## config.mk

```make
export PLATFORM = sky130hd
export DESIGN_NAME = seg7_scan_decoder_flat
export DESIGN_NICKNAME = d
export VERILOG_FILES = /design/src/rtl/seg7_pkg.sv /design/src/rtl/seg7_scan_decoder_if.sv /design/src/rtl/seg7_to_nibble.sv /design/src/rtl/seg7_scan_decoder.sv /design/src/flat_wrapper.sv
export SDC_FILE = /design/constraint.sdc
export NUM_CORES = 1
export LEC_CHECK = 0
export CORE_MARGIN = 1
export CORE_UTILIZATION = 45
export DETAILED_ROUTE_END_ITERATION = 12
export PLACE_DENSITY = 0.73
export SYNTH_ARGS = -nofsm -noshare
export SYNTH_HDL_FRONTEND = slang
export SYNTH_SLANG_ARGS = --single-unit
```

## constraint.sdc

```tcl
create_clock -name clk -period 4 [get_ports clk]
set_clock_uncertainty 0.1 [all_clocks]
set_input_delay 0.8 -clock clk [delete_from_list [all_inputs] [get_ports clk]]
set_output_delay 0.8 -clock clk [all_outputs]
set_load 0.005 [all_outputs]
```

## src/rtl/seg7_pkg.sv

```systemverilog
// seg7_pkg: shared 7-segment pattern table and decoder types.
// Patterns are active-low, index 0 = segment a, index 6 = segment g.
package seg7_pkg;

  localparam logic [0:6] SEG7_0     = 7'b0000001;
  localparam logic [0:6] SEG7_1     = 7'b1001111;
  localparam logic [0:6] SEG7_2     = 7'b0010010;
  localparam logic [0:6] SEG7_3     = 7'b0000110;
  localparam logic [0:6] SEG7_4     = 7'b1001100;
  localparam logic [0:6] SEG7_5     = 7'b0100100;
  localparam logic [0:6] SEG7_6     = 7'b0100000;
  localparam logic [0:6] SEG7_7     = 7'b0001101;
  localparam logic [0:6] SEG7_8     = 7'b0000000;
  localparam logic [0:6] SEG7_9     = 7'b0000100;
  localparam logic [0:6] SEG7_A     = 7'b0001000;
  localparam logic [0:6] SEG7_B     = 7'b1100000;
  localparam logic [0:6] SEG7_C     = 7'b0110001;
  localparam logic [0:6] SEG7_D     = 7'b1000010;
  localparam logic [0:6] SEG7_E     = 7'b0110000;
  localparam logic [0:6] SEG7_F     = 7'b0111000;
  localparam logic [0:6] SEG7_BLANK = 7'b1111111;

  typedef enum logic [1:0] {
    ST_IDLE,
    ST_COLLECT,
    ST_EMIT
  } state_t;

endpackage

```

## src/rtl/seg7_scan_decoder_if.sv

```systemverilog
// seg7_scan_decoder_if: digit input bus and assembled-word outputs.
// master = pattern source, slave = decoder.
interface seg7_scan_decoder_if;
  logic [0:6]  seg;
  logic [2:0]  seg_idx;
  logic        seg_valid;
  logic        clear;
  logic [31:0] word;
  logic        word_valid;
  logic        word_err;
  logic [2:0]  bad_idx;
  logic        abort;
  logic        busy;

  modport master (
    output seg, seg_idx, seg_valid, clear,
    input  word, word_valid, word_err,
    input  bad_idx, abort, busy
  );

  modport slave (
    input  seg, seg_idx, seg_valid, clear,
    output word, word_valid, word_err,
    output bad_idx, abort, busy
  );
endinterface

```

## src/rtl/seg7_to_nibble.sv

```systemverilog
// seg7_to_nibble: combinational active-low pattern to hex nibble.
// Unknown patterns (blank included) give nibble 0 with valid low.
module seg7_to_nibble
  import seg7_pkg::*;
(
  input  logic [0:6] pat,
  output logic [3:0] nib,
  output logic       valid
);

  // Reverse lookup of the shared encoder table.
  always_comb begin
    nib   = 4'h0;
    valid = 1'b1;
    unique case (pat)
      SEG7_0:  nib = 4'h0;
      SEG7_1:  nib = 4'h1;
      SEG7_2:  nib = 4'h2;
      SEG7_3:  nib = 4'h3;
      SEG7_4:  nib = 4'h4;
      SEG7_5:  nib = 4'h5;
      SEG7_6:  nib = 4'h6;
      SEG7_7:  nib = 4'h7;
      SEG7_8:  nib = 4'h8;
      SEG7_9:  nib = 4'h9;
      SEG7_A:  nib = 4'hA;
      SEG7_B:  nib = 4'hB;
      SEG7_C:  nib = 4'hC;
      SEG7_D:  nib = 4'hD;
      SEG7_E:  nib = 4'hE;
      SEG7_F:  nib = 4'hF;
      default: valid = 1'b0;
    endcase
  end

endmodule

```

## src/rtl/seg7_scan_decoder.sv

```systemverilog
// seg7_scan_decoder: assembles eight decoded digits into a 32-bit word.
// Flags invalid digits, aborts stale partial frames after TIMEOUT cycles.
module seg7_scan_decoder
  import seg7_pkg::*;
#(
  parameter int TIMEOUT = 1024
) (
  input logic               clk,
  input logic               rst,
  seg7_scan_decoder_if.slave bus
);

  localparam int CW = $clog2(TIMEOUT);
  localparam logic [CW-1:0] TLAST = CW'(TIMEOUT - 1);

  state_t        state, state_n;
  logic [7:0]    mask, mask_n;
  logic [31:0]   shadow, shadow_n;
  logic [CW-1:0] cnt, cnt_n;
  logic          err_q, err_n;
  logic [2:0]    bad_q, bad_n;
  logic [31:0]   word_q, word_n;
  logic          werr_q, werr_n;
  logic [2:0]    bidx_q, bidx_n;
  logic          wv_q, wv_n;
  logic          ab_q, ab_n;
  logic [3:0]    dec_nib;
  logic          dec_ok;

  seg7_to_nibble u_dec (
    .pat   (bus.seg),
    .nib   (dec_nib),
    .valid (dec_ok)
  );

  // Frame FSM: emit, timeout, then clear/digit acceptance on top.
  always_comb begin
    state_n  = state;
    mask_n   = mask;
    shadow_n = shadow;
    cnt_n    = cnt;
    err_n    = err_q;
    bad_n    = bad_q;
    word_n   = word_q;
    werr_n   = werr_q;
    bidx_n   = bidx_q;
    wv_n     = 1'b0;
    ab_n     = 1'b0;
    unique case (state)
      ST_EMIT: begin
        word_n  = shadow;
        werr_n  = err_q;
        bidx_n  = bad_q;
        wv_n    = 1'b1;
        mask_n  = '0;
        err_n   = 1'b0;
        bad_n   = '0;
        cnt_n   = '0;
        state_n = ST_IDLE;
      end
      ST_COLLECT: begin
        if (cnt == TLAST) begin
          ab_n    = 1'b1;
          mask_n  = '0;
          err_n   = 1'b0;
          bad_n   = '0;
          cnt_n   = '0;
          state_n = ST_IDLE;
        end else begin
          cnt_n = cnt + CW'(1);
        end
      end
      default: cnt_n = '0;
    endcase
    if (bus.clear) begin
      mask_n  = '0;
      err_n   = 1'b0;
      bad_n   = '0;
      cnt_n   = '0;
      ab_n    = 1'b0;
      state_n = ST_IDLE;
    end else if (bus.seg_valid) begin
      mask_n[bus.seg_idx] = 1'b1;
      shadow_n[{bus.seg_idx, 2'b00} +: 4] = dec_nib;
      cnt_n = '0;
      ab_n  = 1'b0;
      if (!dec_ok && !err_n) begin
        err_n = 1'b1;
        bad_n = bus.seg_idx;
      end
      state_n = (&mask_n) ? ST_EMIT : ST_COLLECT;
    end
  end

  // State and output registers.
  always_ff @(posedge clk or posedge rst) begin
    if (rst) begin
      state  <= ST_IDLE;
      mask   <= '0;
      shadow <= '0;
      cnt    <= '0;
      err_q  <= 1'b0;
      bad_q  <= '0;
      word_q <= '0;
      werr_q <= 1'b0;
      bidx_q <= '0;
      wv_q   <= 1'b0;
      ab_q   <= 1'b0;
    end else begin
      state  <= state_n;
      mask   <= mask_n;
      shadow <= shadow_n;
      cnt    <= cnt_n;
      err_q  <= err_n;
      bad_q  <= bad_n;
      word_q <= word_n;
      werr_q <= werr_n;
      bidx_q <= bidx_n;
      wv_q   <= wv_n;
      ab_q   <= ab_n;
    end
  end

  assign bus.word       = word_q;
  assign bus.word_valid = wv_q;
  assign bus.word_err   = werr_q;
  assign bus.bad_idx    = bidx_q;
  assign bus.abort      = ab_q;
  assign bus.busy       = (state == ST_COLLECT);

endmodule

```

## src/flat_wrapper.sv

```systemverilog
// flat-port wrapper written by rule: the top's interface ports become plain ports
module seg7_scan_decoder_flat import seg7_pkg::*;
#(
  parameter int TIMEOUT = 1024
)
  (clk, rst, bus_seg, bus_seg_idx, bus_seg_valid, bus_clear, bus_word, bus_word_valid, bus_word_err, bus_bad_idx, bus_abort, bus_busy);
  seg7_scan_decoder_if bus_i ();
  input logic clk;
  input logic rst;
  input wire logic [$bits(bus_i.seg)-1:0] bus_seg;
  input wire logic [$bits(bus_i.seg_idx)-1:0] bus_seg_idx;
  input wire logic [$bits(bus_i.seg_valid)-1:0] bus_seg_valid;
  input wire logic [$bits(bus_i.clear)-1:0] bus_clear;
  output wire logic [$bits(bus_i.word)-1:0] bus_word;
  output wire logic [$bits(bus_i.word_valid)-1:0] bus_word_valid;
  output wire logic [$bits(bus_i.word_err)-1:0] bus_word_err;
  output wire logic [$bits(bus_i.bad_idx)-1:0] bus_bad_idx;
  output wire logic [$bits(bus_i.abort)-1:0] bus_abort;
  output wire logic [$bits(bus_i.busy)-1:0] bus_busy;
  assign bus_i.seg = bus_seg;
  assign bus_i.seg_idx = bus_seg_idx;
  assign bus_i.seg_valid = bus_seg_valid;
  assign bus_i.clear = bus_clear;
  assign bus_word = bus_i.word;
  assign bus_word_valid = bus_i.word_valid;
  assign bus_word_err = bus_i.word_err;
  assign bus_bad_idx = bus_i.bad_idx;
  assign bus_abort = bus_i.abort;
  assign bus_busy = bus_i.busy;
  seg7_scan_decoder #(.TIMEOUT(TIMEOUT)) u_core (.clk(clk), .rst(rst), .bus(bus_i));
endmodule
```

==> metrics.md <==
| Metric | Value |
|---|---|
| Setup TNS | 0 ns |
| Peak supply drop | 194.6 µV |
| Register-to-Register Path Depth | 7 |
| WP data required | 4.16 ns |
| Root Buffer | clkbuf_8 |
| Hold violation count in the final report | 0 |
| Hold buffer count at cts | 0 |
| Largest net degree at the start of global routing | 95 |
| CTS tree | done |
| Worst r2r src | u_core.cnt[0] |
| Ant. Diodes | 0 |
| Cells after synthesis | 376 |
| Area Growth Syn to Fin | 20.32% |
| CP Max Fanout | 16 |
| CP Launch Point | bus_seg_idx[0] |
| Status | complete, no violations |
| Ys async rst share | 100.0% |
| Number of global-route vias before repair | 2927 |
| Routed wire length | 8518 µm |
| DRC Markers | 0 |
| Register-to-register setup slack | 1.65 ns |
| Routed len/inst | 15.72 µm |
| Max Freq | 0.3514 GHz |
| Core footprint | 0.009196 mm² |
| Delay-heaviest family, CP | buffers and inverters |
| Fin crit period | 2.846 ns |
| Layout cells sized above 1 | 17.17% |
| RSZ-0062 raised after global routing | no |
| Post-DP HPWL | 5838 µm |
| 1st-pass router iterations | 4 |
| Filler cells | 802 |
| Synth Area per Inst | 11.28 µm² |
| Clock Pin Slew Worst Setup and Hold Paths | 0.10 ns |
| Max clock buf depth | 2 |
| Final slew viol count | 0 |
| Crit path kind | input pin to register |
| Final Setup Violations | 0 |
| End of the worst register-to-register path | u_core.bad_q[1] |
| Finished Core Util | 55.50% |
| Synth cell types | 45 |
| P_int | 1.389 mW |
| Synth Warn # | 0 |
| Slew @ Worst Pin | 0.5804 ns |
| Power Density | 359.5 mW/mm² |
| Pleak | 2.319 nW |
| Fin worst setup slack | 1.154 ns |
| Sw Pwr | 0.4457 mW |
| Crit path depth | 8 |
| Startpoint types | input pin |
| Total power | 1.835 mW |
| Leading area contributor after synthesis | dfrtp_1 |
| GRT overflow | 0 |
| Die X | 99.09 µm |
| Total CTS buffers | 9 |
| Register bit total from synthesis | 94 |
| Register area share after synthesis | 55.46% |
| Post-synth EDFFs | 0 |
| Site row count | 35 |
| Area post-placement | 0.004868 mm² |
| Maxcap violations | 0 |
| Die ar. | 0.009818 mm² |
| Main flop type after synthesis | dfrtp_1 |
| Die H | 99.09 µm |
| Post-CTS Setup Bufs | 0 |
| Crit path top cell by count | ha_1 |
| Worst setup path end | u_core.shadow[12] |
| Rel. slew slack | 61.31% |
| Seq pwr share | 53.1% |
| Synthesized Nets | 398 |
| Pre-CTS WS | 0.8147 ns |
| Hold WC Path Type | register to register |
| Antenna Nets Post-Route | 0 |
| Worst path max stage delay | 0.45 ns |
| NumNets Final | 448 |
| Via/cell ratio | 5.530 |
| Initial drt markers | 190 |
| Clock Latency Late Sink | 0.36 ns |
| Fin cells | 542 |
| Gate power share | 7.2% |
| Finished Cell Area | 0.005104 mm² |
| Post-CTS sizing | 0 |
| Top post-synthesis cells by area | dfrtp_1 55%, mux2_2 13%, nand2_1 3.5% |
| Worst path bufs/invs | 3 |
| CP max-delay cell | clkdlybuf4s50_1 |
| Initial antenna violation count | 0 |
| Fin Hold WS | 0.3861 ns |
| Clock power share | 39.8% |
| # clock sinks | 94 |
| Mapped cell area | 0.004242 mm² |
| Placed cell count | 526 |
| Synth top area share | 55.46% |
| Crit path cell chain | clkdlybuf4s50_1 > buf_4 > inv_1 > ha_1 > ha_1 > nor3b_1 > nand2_1 > mux2_2 |
| Sw Ratio | 24.29% |
| Global-route wire length before repair | 14580 µm |
| Final period util | 71.14% |
| Port bufs | 52 |
| GP Congestion | 0.8430 |
| CP Capture Type | register |
| Initial Util | 46.12% |
| Routed via count | 2997 |
| Global Route Usage Sum | 19.05% |
| CP arrival | 3.00 ns |
| H-tree Lvls | 3 |
| Total I/O pin count | 53 |
## sequential cells by signal (all words and copies together), names as in the netlist
register,flops
u_core.bus.abort,1
u_core.state,2
u_core.bus.word,32
u_core.shadow,32
u_core.cnt,10
u_core.bus.bad_idx,3
u_core.mask,8
u_core.err_q,1
u_core.bus.word_err,1
u_core.bus.word_valid,1
u_core.bad_q,3
## kinds of logic after synthesis
family / Yosys count / share of synthesized area, %
simple gates: 124 / 14.04
flops: 94 / 55.46
compound gates: 61 / 10.21
mux: 48 / 12.74
buf+inv: 31 / 3.127
xor+xnor: 10 / 2.065
fa+ha+maj: 8 / 2.360
## worst min-delay path by stage
stage	start	end	cells after the start
after floorplan	u_core.shadow[13]	u_core.shadow[13]	2
after global placement	u_core.shadow[16]	u_core.shadow[16]	2
after detailed placement	u_core.shadow[15]	u_core.shadow[15]	2
after CTS	u_core.cnt[0]	u_core.cnt[0]	1
after global routing	u_core.cnt[0]	u_core.cnt[0]	1
final	u_core.cnt[0]	u_core.cnt[0]	1
## cell type report
| class | instances | area (µm²) | share of cell area (%) |
|---|---|---|---|
| clock buffer | 10 | 137.6 | 2.697 |
| clock inverter | 6 | 97.59 | 1.912 |
| inverter | 13 | 50.05 | 0.9806 |
| multi-input combinational | 251 | 1757 | 34.42 |
| sequential | 94 | 2352 | 46.09 |
| tap | 111 | 138.9 | 2.721 |
| timing repair buffer | 57 | 570.5 | 11.18 |
## metal layers
metal	wire (µm)	part of all wire (%)	track usage [%]	up-vias
met5	0	0	0	-
met4	177	2.1	8.484	0
met3	357	4.2	4.468	14
met2	3963	47	29.48	67
met1	4020	47	25.73	1484
li1	-	-	-	1432
## layout by cell type, fill, tap and decap left out, drive strengths merged, types with 3 or more instances in the layout
cell type	instances
a31oi	3
clkdlybuf4s50	52
o31ai	8
a32oi	5
dfrtp	94
o21ai	20
a22o	3
buf	5
xnor2	4
a22oi	4
and3	4
mux2	48
nand4	7
nor4	3
nand2b	5
xor2	6
nor3	7
nor2	36
ha	8
inv	15
clkbuf	10
nand2	40
a211oi	3
nand3	9
a21oi	7
## synthesized netlist by cell type (4+ instances only)
master / count
inv_1: 13
xor2_1: 6
nand2b_1: 5
nor2_1: 36
buf_2: 4
nand2_1: 40
o21ai_0: 20
o31ai_1: 8
a22oi_1: 4
a32oi_1: 5
mux2_2: 48
nand3_1: 9
nor3_1: 7
dfrtp_1: 94
xnor2_1: 4
a21oi_1: 7
nand4_1: 6
ha_1: 8
clkbuf_1: 10
and3_1: 4
## power groups by stage
| stage | Sequential [mW] | Clock (mW) | Combinational, mW |
|---|---|---|---|
| finish | 0.974 | 0.730 | 0.132 |
| global route | 0.976 | 0.780 | 0.148 |
| CTS | 0.973 | 0.747 | 0.132 |
| detailed placement | 0.992 | 0 | 0.132 |
| global placement | 0.992 | 0 | 0.130 |
| floorplan | 0.989 | 0 | 0.0906 |
Power figures use the tool's default switching activity.
